**src/rtl/flood_pkg.sv**
```systemverilog
// flood_pkg: shared types and board-setup math for
// the Flood-It core.
package flood_pkg;

  typedef enum logic [2:0] {
    IDLE,
    LATCH,
    REQ,
    WAIT_READY,
    RELEASE,
    ACTIVE,
    OVER
  } state_t;

  localparam int MIN_COLORS = 3;
  localparam int MAX_COLORS = 8;
  localparam int MAX_SIZE   = 26;

  localparam int SIZE_W  = $clog2(MAX_SIZE + 1);
  localparam int COLOR_W = $clog2(MAX_COLORS + 1);
  localparam int LIM_W   = 7;

  localparam logic [SIZE_W-1:0]  SIZE_BASE = SIZE_W'(6);
  localparam logic [SIZE_W-1:0]  RST_SIZE  = SIZE_W'(14);
  localparam logic [COLOR_W-1:0] RST_COLOR = COLOR_W'(6);
  localparam logic [LIM_W-1:0]   RST_LIMIT = LIM_W'(25);

  // 0->6, 1->10, 2->14, 3->18
  function automatic logic [SIZE_W-1:0] size_of(
    input logic [1:0] sel
  );
    return SIZE_BASE + SIZE_W'({sel, 2'b00});
  endfunction

  // v -> v+3, clamped to MAX_COLORS
  function automatic logic [COLOR_W-1:0] color_of(
    input logic [2:0] sel
  );
    if (sel >= 3'(MAX_COLORS - MIN_COLORS))
      return COLOR_W'(MAX_COLORS);
    return COLOR_W'(sel) + COLOR_W'(MIN_COLORS);
  endfunction

  function automatic logic [LIM_W-1:0] limit_of(
    input logic [SIZE_W-1:0]  size,
    input logic [COLOR_W-1:0] colors
  );
    return LIM_W'(size) + LIM_W'({colors, 1'b0})
           - LIM_W'(1);
  endfunction

endpackage

```
**src/rtl/sync_bit.sv**
```systemverilog
// sync_bit: multi-flop synchronizer for a single
// slow-clock-domain level.
module sync_bit #(
  parameter int STAGES = 2
) (
  input  logic clk,
  input  logic rst_n,
  input  logic d,
  output logic q
);

  logic [STAGES-1:0] ff;

  // shift the async level through the flop chain
  always_ff @(posedge clk or negedge rst_n) begin
    if (!rst_n) ff <= '0;
    else        ff <= {ff[STAGES-2:0], d};
  end

  assign q = ff[STAGES-1];

endmodule

```
**src/rtl/game_setup_ctrl.sv**
```systemverilog
// game_setup_ctrl: new-game sequencing, generator
// handshake and move/win/loss tracking.
module game_setup_ctrl
  import flood_pkg::*;
#(
  parameter int          SYNC_STAGES    = 2,
  parameter int          TIMEOUT_CYCLES = 1048576,
  parameter logic [15:0] DEFAULT_SEED   = 16'hDAD7
) (
  input  logic               FAST_CLOCK,
  input  logic               RESET_N,
  input  logic               START,
  input  logic [1:0]         SIZE_SEL,
  input  logic [2:0]         COLOR_SEL,
  input  logic               GEN_READY,
  input  logic               MOVE_DONE,
  input  logic               BOARD_FLOODED,
  output logic               NEW_BOARD,
  output logic [SIZE_W-1:0]  SIZE,
  output logic [COLOR_W-1:0] COLOR_NUM,
  output logic [15:0]        SEED,
  output logic [LIM_W-1:0]   MOVE_LIMIT,
  output logic [LIM_W-1:0]   MOVES_USED,
  output logic               GAME_ACTIVE,
  output logic               WON,
  output logic               LOST,
  output logic               BUSY,
  output logic               ERR_TIMEOUT
);

  localparam int TW =
    (TIMEOUT_CYCLES > 2) ? $clog2(TIMEOUT_CYCLES) : 1;
  localparam logic [TW-1:0] TMO_LAST =
    TW'(TIMEOUT_CYCLES - 1);

  state_t        state, nxt;
  logic [15:0]   seed_cnt;
  logic [TW-1:0] tmo_cnt;
  logic          rdy_s;
  logic          start_q;
  logic          start_rise;
  logic          hs;
  logic          latch_en;
  logic          won_set;
  logic          lost_set;
  logic          tmo_hit;
  logic          mv_inc;
  logic          mv_hit;

  logic [SIZE_W-1:0]  sel_size;
  logic [COLOR_W-1:0] sel_color;

  sync_bit #(
    .STAGES (SYNC_STAGES)
  ) u_rdy_sync (
    .clk   (FAST_CLOCK),
    .rst_n (RESET_N),
    .d     (GEN_READY),
    .q     (rdy_s)
  );

  assign start_rise = START & ~start_q;
  assign hs = (state == REQ) ||
              (state == WAIT_READY) ||
              (state == RELEASE);
  assign sel_size  = size_of(SIZE_SEL);
  assign sel_color = color_of(COLOR_SEL);

  assign mv_inc = (state == ACTIVE) && MOVE_DONE &&
                  (MOVES_USED != MOVE_LIMIT);
  assign mv_hit = mv_inc &&
                  (MOVES_USED + LIM_W'(1) == MOVE_LIMIT);

  assign NEW_BOARD   = (state == REQ) ||
                       (state == WAIT_READY);
  assign BUSY        = hs;
  assign GAME_ACTIVE = (state == ACTIVE);

  // seed counter and START edge history
  always_ff @(posedge FAST_CLOCK or negedge RESET_N) begin
    if (!RESET_N) begin
      seed_cnt <= '0;
      start_q  <= 1'b0;
    end else begin
      seed_cnt <= seed_cnt + 16'd1;
      start_q  <= START;
    end
  end

  // state register and per-phase timeout counter
  always_ff @(posedge FAST_CLOCK or negedge RESET_N) begin
    if (!RESET_N) begin
      state   <= IDLE;
      tmo_cnt <= '0;
    end else begin
      state <= nxt;
      if (!hs || nxt != state) tmo_cnt <= '0;
      else                     tmo_cnt <= tmo_cnt + 1'b1;
    end
  end

  // next-state and event strobes
  always_comb begin
    nxt      = state;
    latch_en = 1'b0;
    won_set  = 1'b0;
    lost_set = 1'b0;
    tmo_hit  = 1'b0;
    if (hs && tmo_cnt == TMO_LAST) begin
      tmo_hit = 1'b1;
      nxt     = IDLE;
    end else begin
      unique case (state)
        IDLE: if (start_rise) nxt = LATCH;
        LATCH: begin
          latch_en = 1'b1;
          nxt      = REQ;
        end
        REQ: if (!rdy_s) nxt = WAIT_READY;
        WAIT_READY: if (rdy_s) nxt = RELEASE;
        RELEASE: if (!rdy_s) nxt = ACTIVE;
        ACTIVE: begin
          if (BOARD_FLOODED) begin
            won_set = 1'b1;
            nxt     = OVER;
          end else if (mv_hit) begin
            lost_set = 1'b1;
            nxt      = OVER;
          end else if (start_rise) begin
            nxt = LATCH;
          end
        end
        OVER: if (start_rise) nxt = LATCH;
        default: nxt = IDLE;
      endcase
    end
  end

  // game parameters and result flags
  always_ff @(posedge FAST_CLOCK or negedge RESET_N) begin
    if (!RESET_N) begin
      SIZE        <= RST_SIZE;
      COLOR_NUM   <= RST_COLOR;
      SEED        <= DEFAULT_SEED;
      MOVE_LIMIT  <= RST_LIMIT;
      MOVES_USED  <= '0;
      WON         <= 1'b0;
      LOST        <= 1'b0;
      ERR_TIMEOUT <= 1'b0;
    end else if (latch_en) begin
      SIZE        <= sel_size;
      COLOR_NUM   <= sel_color;
      MOVE_LIMIT  <= limit_of(sel_size, sel_color);
      SEED        <= (seed_cnt == 16'd0) ?
                     DEFAULT_SEED : seed_cnt;
      MOVES_USED  <= '0;
      WON         <= 1'b0;
      LOST        <= 1'b0;
      ERR_TIMEOUT <= 1'b0;
    end else begin
      if (mv_inc)   MOVES_USED  <= MOVES_USED + LIM_W'(1);
      if (won_set)  WON         <= 1'b1;
      if (lost_set) LOST        <= 1'b1;
      if (tmo_hit)  ERR_TIMEOUT <= 1'b1;
    end
  end

endmodule

```
**config.mk**
```make
export PLATFORM = sky130hd
export DESIGN_NAME = game_setup_ctrl
export DESIGN_NICKNAME = d
export VERILOG_FILES = /design/src/rtl/flood_pkg.sv /design/src/rtl/sync_bit.sv /design/src/rtl/game_setup_ctrl.sv
export SDC_FILE = /design/constraint.sdc
export NUM_CORES = 1
export LEC_CHECK = 0
export ABC_AREA = 1
export CORE_UTILIZATION = 68
export CTS_CLUSTER_DIAMETER = 60
export DETAILED_ROUTE_END_ITERATION = 12
export DONT_BUFFER_PORTS = 1
export GPL_TIMING_DRIVEN = 0
export PLACE_DENSITY = 0.87
export SLEW_MARGIN = 20
export SYNTH_ARGS = -nofsm -noshare
export SYNTH_HDL_FRONTEND = slang
export SYNTH_SLANG_ARGS = --single-unit
```
**constraint.sdc**
```tcl
create_clock -name FAST_CLOCK -period 3.7 [get_ports FAST_CLOCK]
set_clock_uncertainty 0.1 [all_clocks]
set_input_delay 0.74 -clock FAST_CLOCK [delete_from_list [all_inputs] [get_ports FAST_CLOCK]]
set_output_delay 0.74 -clock FAST_CLOCK [all_outputs]
set_load 0.01 [all_outputs]
```
### Word level (Yosys, flattened, before mapping)

Cells that the tools add are included.

* flip-flop bits (word level): 84
* input bits: 11
* output and inout bits: 45

* add/sub/neg operators: 7
* magnitude comparators: 1
* eq/ne operators: 10
* multiplexer cells: 31
* bitwise gates (word level): 2
* reductions and logical operators: 15

Operator list (count)
* $mux W3: 7
* $add A20 B1 Y20 const B: 1
* $eq A20 B20 Y1 const B: 1
* $mux W20: 1
* $pmux W3 S6: 1
* $mux W1: 17
* $add A16 B1 Y16 const B: 1
* $logic_not A16 Y1: 1
* $mux W16: 1
* $mux W7: 2
* $eq A3 B3 Y1 const B: 3
* $mux W4: 2
* $reduce_bool A2 Y1: 4
* $add A7 B1 Y7 const B: 1
* $eq A7 B7 Y1: 1
* $ne A7 B7 Y1: 1
* $sub A6 B1 Y7 const B: 1
* $add A5 B5 Y6: 1
* $eq A3 B2 Y1 const B: 2
* $add A3 B4 Y5 const A: 1
* $add A3 B2 Y4 const B: 1
* $logic_and A1 B1 Y1: 4
* $eq A3 B1 Y1 const B: 1
* $ge A3 B3 Y1 const B: 1
* 7 further kinds: 9

### Depth between registers and ports, before layout

* depth after elaboration: 11
* depth in mapped cells: 20

### Hierarchy

From an unflattened synthesis, not the netlist that was laid out.

* cell total of the unflattened synthesis: 462
* area, all modules: 4041.4 sq um

Modules (own cells, without submodules)
* game_setup_ctrl: instances 1, cells an instance 460, area an instance 3991.3 sq um, sequential area each 1948.1 sq um
* sync_bit: instances 1, cells an instance 2, area an instance 50.0 sq um, sequential area each 50.0 sq um

### Worst setup path after synthesis

No wires, ideal clock.

* kind: input to register
* start: in COLOR_SEL[1]
* end: reg MOVE_LIMIT[3]
* setup time: 89 ps
* arrival: 2159 ps
* required time: 3511 ps
* setup slack: 1352 ps
* stages: 9
* path buffers: 0
* cells stage by stage: inv_1 -> ha_1 -> o31ai_1 -> inv_1 -> nor2_1 -> ha_1 -> fa_1 -> nand2_1 -> o21ai_0

* longest elaborated chain between the ends: 5

Ends and longest elaborated chain
* start: declaration: line game_setup_ctrl.sv:14 `input logic [2:0] COLOR_SEL,`
* $ge A3 B3 Y1: line flood_pkg.sv:39 `if (sel >= 3'(MAX_COLORS - MIN_COLORS))`
* $mux W1: line flood_pkg.sv:39
* $mux W4 *: line flood_pkg.sv:41 `return COLOR_W'(sel) + COLOR_W'(MIN_COLORS);`
* via sel_color[1]: line game_setup_ctrl.sv:51 `logic [COLOR_W-1:0] sel_color;`
* $add A5 B5 Y6 *: line flood_pkg.sv:48 `return LIM_W'(size) + LIM_W'({colors, 1'b0})`
* $sub A6 B1 Y7 *: line flood_pkg.sv:49 `- LIM_W'(1);`
* end signal: assignment: line game_setup_ctrl.sv:153 `MOVE_LIMIT <= limit_of(sel_size, sel_color);`
* end: declaration: line game_setup_ctrl.sv:22 `output logic [LIM_W-1:0] MOVE_LIMIT,`

Mark *: on every way through the listed nets, which the timed path passes. The rest lies on a longest branch.
A chain may end at the register's enable or synchronous reset.

### Final worst setup path

* start: reg MOVES_USED[0]
* end: reg tmo_cnt[13]

* longest elaborated chain between the ends: 10

Ends and longest elaborated chain
* start: declaration: line game_setup_ctrl.sv:23 `output logic [LIM_W-1:0] MOVES_USED,`
* start signal: assignment: line game_setup_ctrl.sv:161 `if (mv_inc) MOVES_USED <= MOVES_USED + LIM_W'(1);`
* $add A7 B1 Y7 or $ne A7 B7 Y1 (tied branches): line game_setup_ctrl.sv:72, game_setup_ctrl.sv:70
* $eq A7 B7 Y1 or $logic_and A1 B1 Y1 (tied branches): line game_setup_ctrl.sv:72, game_setup_ctrl.sv:69
* $logic_and A1 B1 Y1 *: line game_setup_ctrl.sv:71 `assign mv_hit = mv_inc &&`
* $mux W3 *: line game_setup_ctrl.sv:126 `end else if (mv_hit) begin`
* $mux W3 *: line game_setup_ctrl.sv:123 `if (BOARD_FLOODED) begin`
* $pmux W3 S6 *: line game_setup_ctrl.sv:113 `unique case (state)`
* $mux W3 *: line game_setup_ctrl.sv:109 `if (hs && tmo_cnt == TMO_LAST) begin`
* $ne A3 B3 Y1 *: line game_setup_ctrl.sv:97 `if (!hs || nxt != state) tmo_cnt <= '0;`
* $logic_or A1 B1 Y1 *: line game_setup_ctrl.sv:97
* $mux W20 *: line game_setup_ctrl.sv:97
* end signal: assignment: line game_setup_ctrl.sv:98 `else tmo_cnt <= tmo_cnt + 1'b1;`
* end: declaration: line game_setup_ctrl.sv:38 `logic [TW-1:0] tmo_cnt;`

Every way passes the cells marked *; elsewhere a longest branch is shown, timed or not.

==> impl_metrics.py <==
metrics = {
    "synthesis": {
        "synthArstFlopShare": 1.00,
        "synthDistinctLibCells": 35,
        "syn_avg_cell_area_sq_um": 8.80,
        "synth_edf_count": 0,
        "syn_area_sq_um": 4040,
        "synth_seq_cells": 79,
        "yosysWarnings": 0,
        "syn_inst": 459,
        "ys_seq_area_frac": 0.495,
        "ys.flop_type": "dfrtp_1",
    },
    "clocking": {
        "ctsResizeCount": 0,
        "hold_buffers": 1,
        "numCtsBuffers": 9,
        "cts_tree": "done",
        "clk_latency_ps": 350,
        "clock_path_buffers": 2,
        "clk_pin_slew_ps": 80,
        "cts_setup_buffers": 0,
        "h-tree-depth": 3,
        "clkSinkCount": 79,
        "cts.root.buffer_cell": "clkbuf_8",
    },
    "setup_path": {
        "crit_buf_inv": 1,
        "required_ps": 3830,
        "arrival_ps": 2680,
        "critPathTopFamily": "simple AND/OR/NAND/NOR gates",
        "end_kind": "flop",
        "cpMostUsedCell": "nand2_1",
        "cp_max_fo": 10,
        "cp_cell_sequence": "ha_1, a21oi_1, o21ai_0, nor2_1, nand3_1, nor2_2, nand2_2, nand3_1, nand2_1, nand2_1, nand2_1, nand2_1, nor2_1, nand2_2, buf_6, nor2_2",
        "critPathKind": "flop to flop",
        "critPathMaxStageDelay_ps": 520,
        "startpoint_type": "flop",
        "crit_slowest_cell": "dfrtp_1",
    },
    "die": {
        "fp-row-count": 27,
        "num_io_pins": 56,
        "die_area_sq_um": 6250,
        "die_h_um": 79.1,
        "start_util": 0.720,
        "coreArea_sq_um": 5610,
        "die_w_um": 79.1,
    },
    "global_route": {
        "grt_pass1_wl_um": 14300,
        "antenna_found_initial": 0,
        "grt_use_total": 0.303,
        "grt_pass1_vias": 3143,
        "grt_overflow": 0,
        "grt_max_degree": 63,
    },
    "placed_design": {
        "place_ws_ps": 1060,
        "place_congestion": 0.847,
        "dp_hpwl_um": 5910,
        "place_inst": 533,
        "io_buffers": 0,
    },
    "power_and_ir_drop": {
        "p_int_mw": 1.67,
        "power_mw": 2.71,
        "p_seq_frac": 0.488,
        "comb_power_share": 0.301,
        "switchingPower_mw": 1.04,
        "peakVddDrop_v": 0.000473,
        "p_leak_nw": 2.06,
        "powerDensity_nw_per_um2": 625,
        "sw_frac_of_total": 0.383,
        "clock_power_share": 0.211,
    },
    "layout": {
        "multi_input_area_sq_um": 1760,
        "mostFrequentLayoutCell": "nand2_1",
        "final_cell_mix": "nand2_1, dfrtp_1, inv_1",
        "fin_nets": 495,
        "drive_gt1_frac": 0.147,
        "layout.cells.non_filler": 549,
        "antennaDiodeCount": 0,
        "area_growth_pct": 7.25,
        "fillers": 394,
        "seq_area_sq_um": 2000,
    },
    "route": {
        "totalWireLength_um": 8640,
        "routedWlPerCell_um": 15.7,
        "drt-pass1-iter-count": 4,
        "vias": 3117,
        "postRouteAntennaNets": 0,
        "first_iter_violations": 161,
        "vias_per_cell": 5.68,
        "drc_errors": 0,
    },
    "sta": {
        "holdWs_ps": 119,
        "timing.fmax_mhz": 392,
        "worst_pin_slew_ps": 675,
        "setup_viol": 0,
        "hold_violations": 0,
        "rsz0062_at_grt": "no",
        "setup_ws_ps": 1150,
        "post-route-period-util": 0.689,
        "relSlewSlack": 0.545,
        "slew_viol_final": 0,
        "finalCriticalPeriod_ps": 2550,
        "setup_tns_ps": 0,
    },
    "flow_run": {
        "max_cap_viol_count": 0,
    },
    "min_path": {
        "hold_class": "input port to asynchronous set/reset pin",
    },
    "run_status": {
        "status": "finished, final reports clean",
    },
}
-- routing by layer --
metal | part of all wire | vias to the layer above | global-route usage
met2 | 0.50 | 103 | 0.513
li1 | - | 1494 | -
met3 | 0.069 | 15 | 0.0724
met1 | 0.41 | 1505 | 0.365
met4 | 0.022 | 0 | 0.138
met5 | 0 | - | 0
-- Yosys cell counts, types with 3 or more instances --
| cell | instances | share of area |
|---|---|---|
| inv_1 | 52 | 0.048 |
| clkbuf_1 | 7 | 0.0065 |
| dfstp_2 | 17 | 0.11 |
| nand2_1 | 99 | 0.092 |
| buf_4 | 5 | 0.0093 |
| a2bb2oi_1 | 11 | 0.024 |
| o21ai_0 | 22 | 0.027 |
| nor2_2 | 21 | 0.033 |
| nor3_1 | 8 | 0.0099 |
| nand3_1 | 29 | 0.036 |
| dfrtp_1 | 62 | 0.38 |
| nor2_1 | 39 | 0.036 |
| a21oi_1 | 10 | 0.012 |
| xor2_1 | 24 | 0.052 |
| xnor2_1 | 8 | 0.017 |
| nor4_1 | 3 | 0.0046 |
| nand4_1 | 8 | 0.012 |
| ha_1 | 10 | 0.031 |
-- final timing paths --
check | startpoint | endpoint | slack [ps] | cells past startpoint
worst min register to register | u_rdy_sync.ff[0] | u_rdy_sync.ff[1] | 250 | 0
min in group FAST_CLOCK | u_rdy_sync.ff[0] | u_rdy_sync.ff[1] | 250 | 0
worst max-delay path | MOVES_USED[0] | tmo_cnt[13] | 1150 | 16
max in group asynchronous | RESET_N | seed_cnt[4] | 3070 | 1
worst max register to register | MOVES_USED[0] | tmo_cnt[13] | 1150 | 16
worst min-delay path | RESET_N | SIZE[2] | 120 | 0
-- layout make-up --
class | instances | area share
plain buffers | 15 | 0.0211
well taps | 72 | 0.0208
flip-flops and latches | 79 | 0.461
clock buffers | 14 | 0.0376
inverters | 52 | 0.0451
clock inverters | 1 | 0.00116
repair buffers | 1 | 0.00636
multi-input cells | 315 | 0.407
-- sequential cells by signal (all words and copies together), names as in the netlist --
name,cells
COLOR_NUM,4
ERR_TIMEOUT,1
LOST,1
MOVES_USED,7
MOVE_LIMIT,4
SEED,16
SIZE,3
WON,1
seed_cnt,16
start_q,1
state,3
tmo_cnt,20
u_rdy_sync.ff,2
-- power by group through the flow --
| stage | logic [mW] | clock network, mW | registers (mW) |
|---|---|---|---|
| after detailed placement | 0.789 | 0 | 1.33 |
| after floorplan | 0.637 | 0 | 1.28 |
| after global routing | 0.917 | 0.610 | 1.34 |
| after CTS | 0.811 | 0.570 | 1.32 |
| final | 0.816 | 0.571 | 1.32 |
| after global placement | 0.755 | 0 | 1.33 |
-- through the flow --
step | cell area [sq um] | utilization
2_1_floorplan | 4050 | -
3_3_place_gp | 4140 | 0.737
3_5_place_dp | 4140 | 0.737
4_1_cts | 4330 | 0.772
5_1_grt | 4330 | 0.772
6_report | 4330 | 0.772
-- kinds of logic after synthesis --
group                    Yosys count  share of synthesized area
buffers and inverters             67                     0.0710
adder cells (fa/ha/maj)           11                     0.0359
AO/OA/AOI/OAI                     51                     0.0787
AND/OR/NAND/NOR                  217                      0.248
other                              2                    0.00186
XOR/XNOR                          32                     0.0694
flip-flops                        79                      0.495
Note: power is estimated with default switching activity, not from simulation.
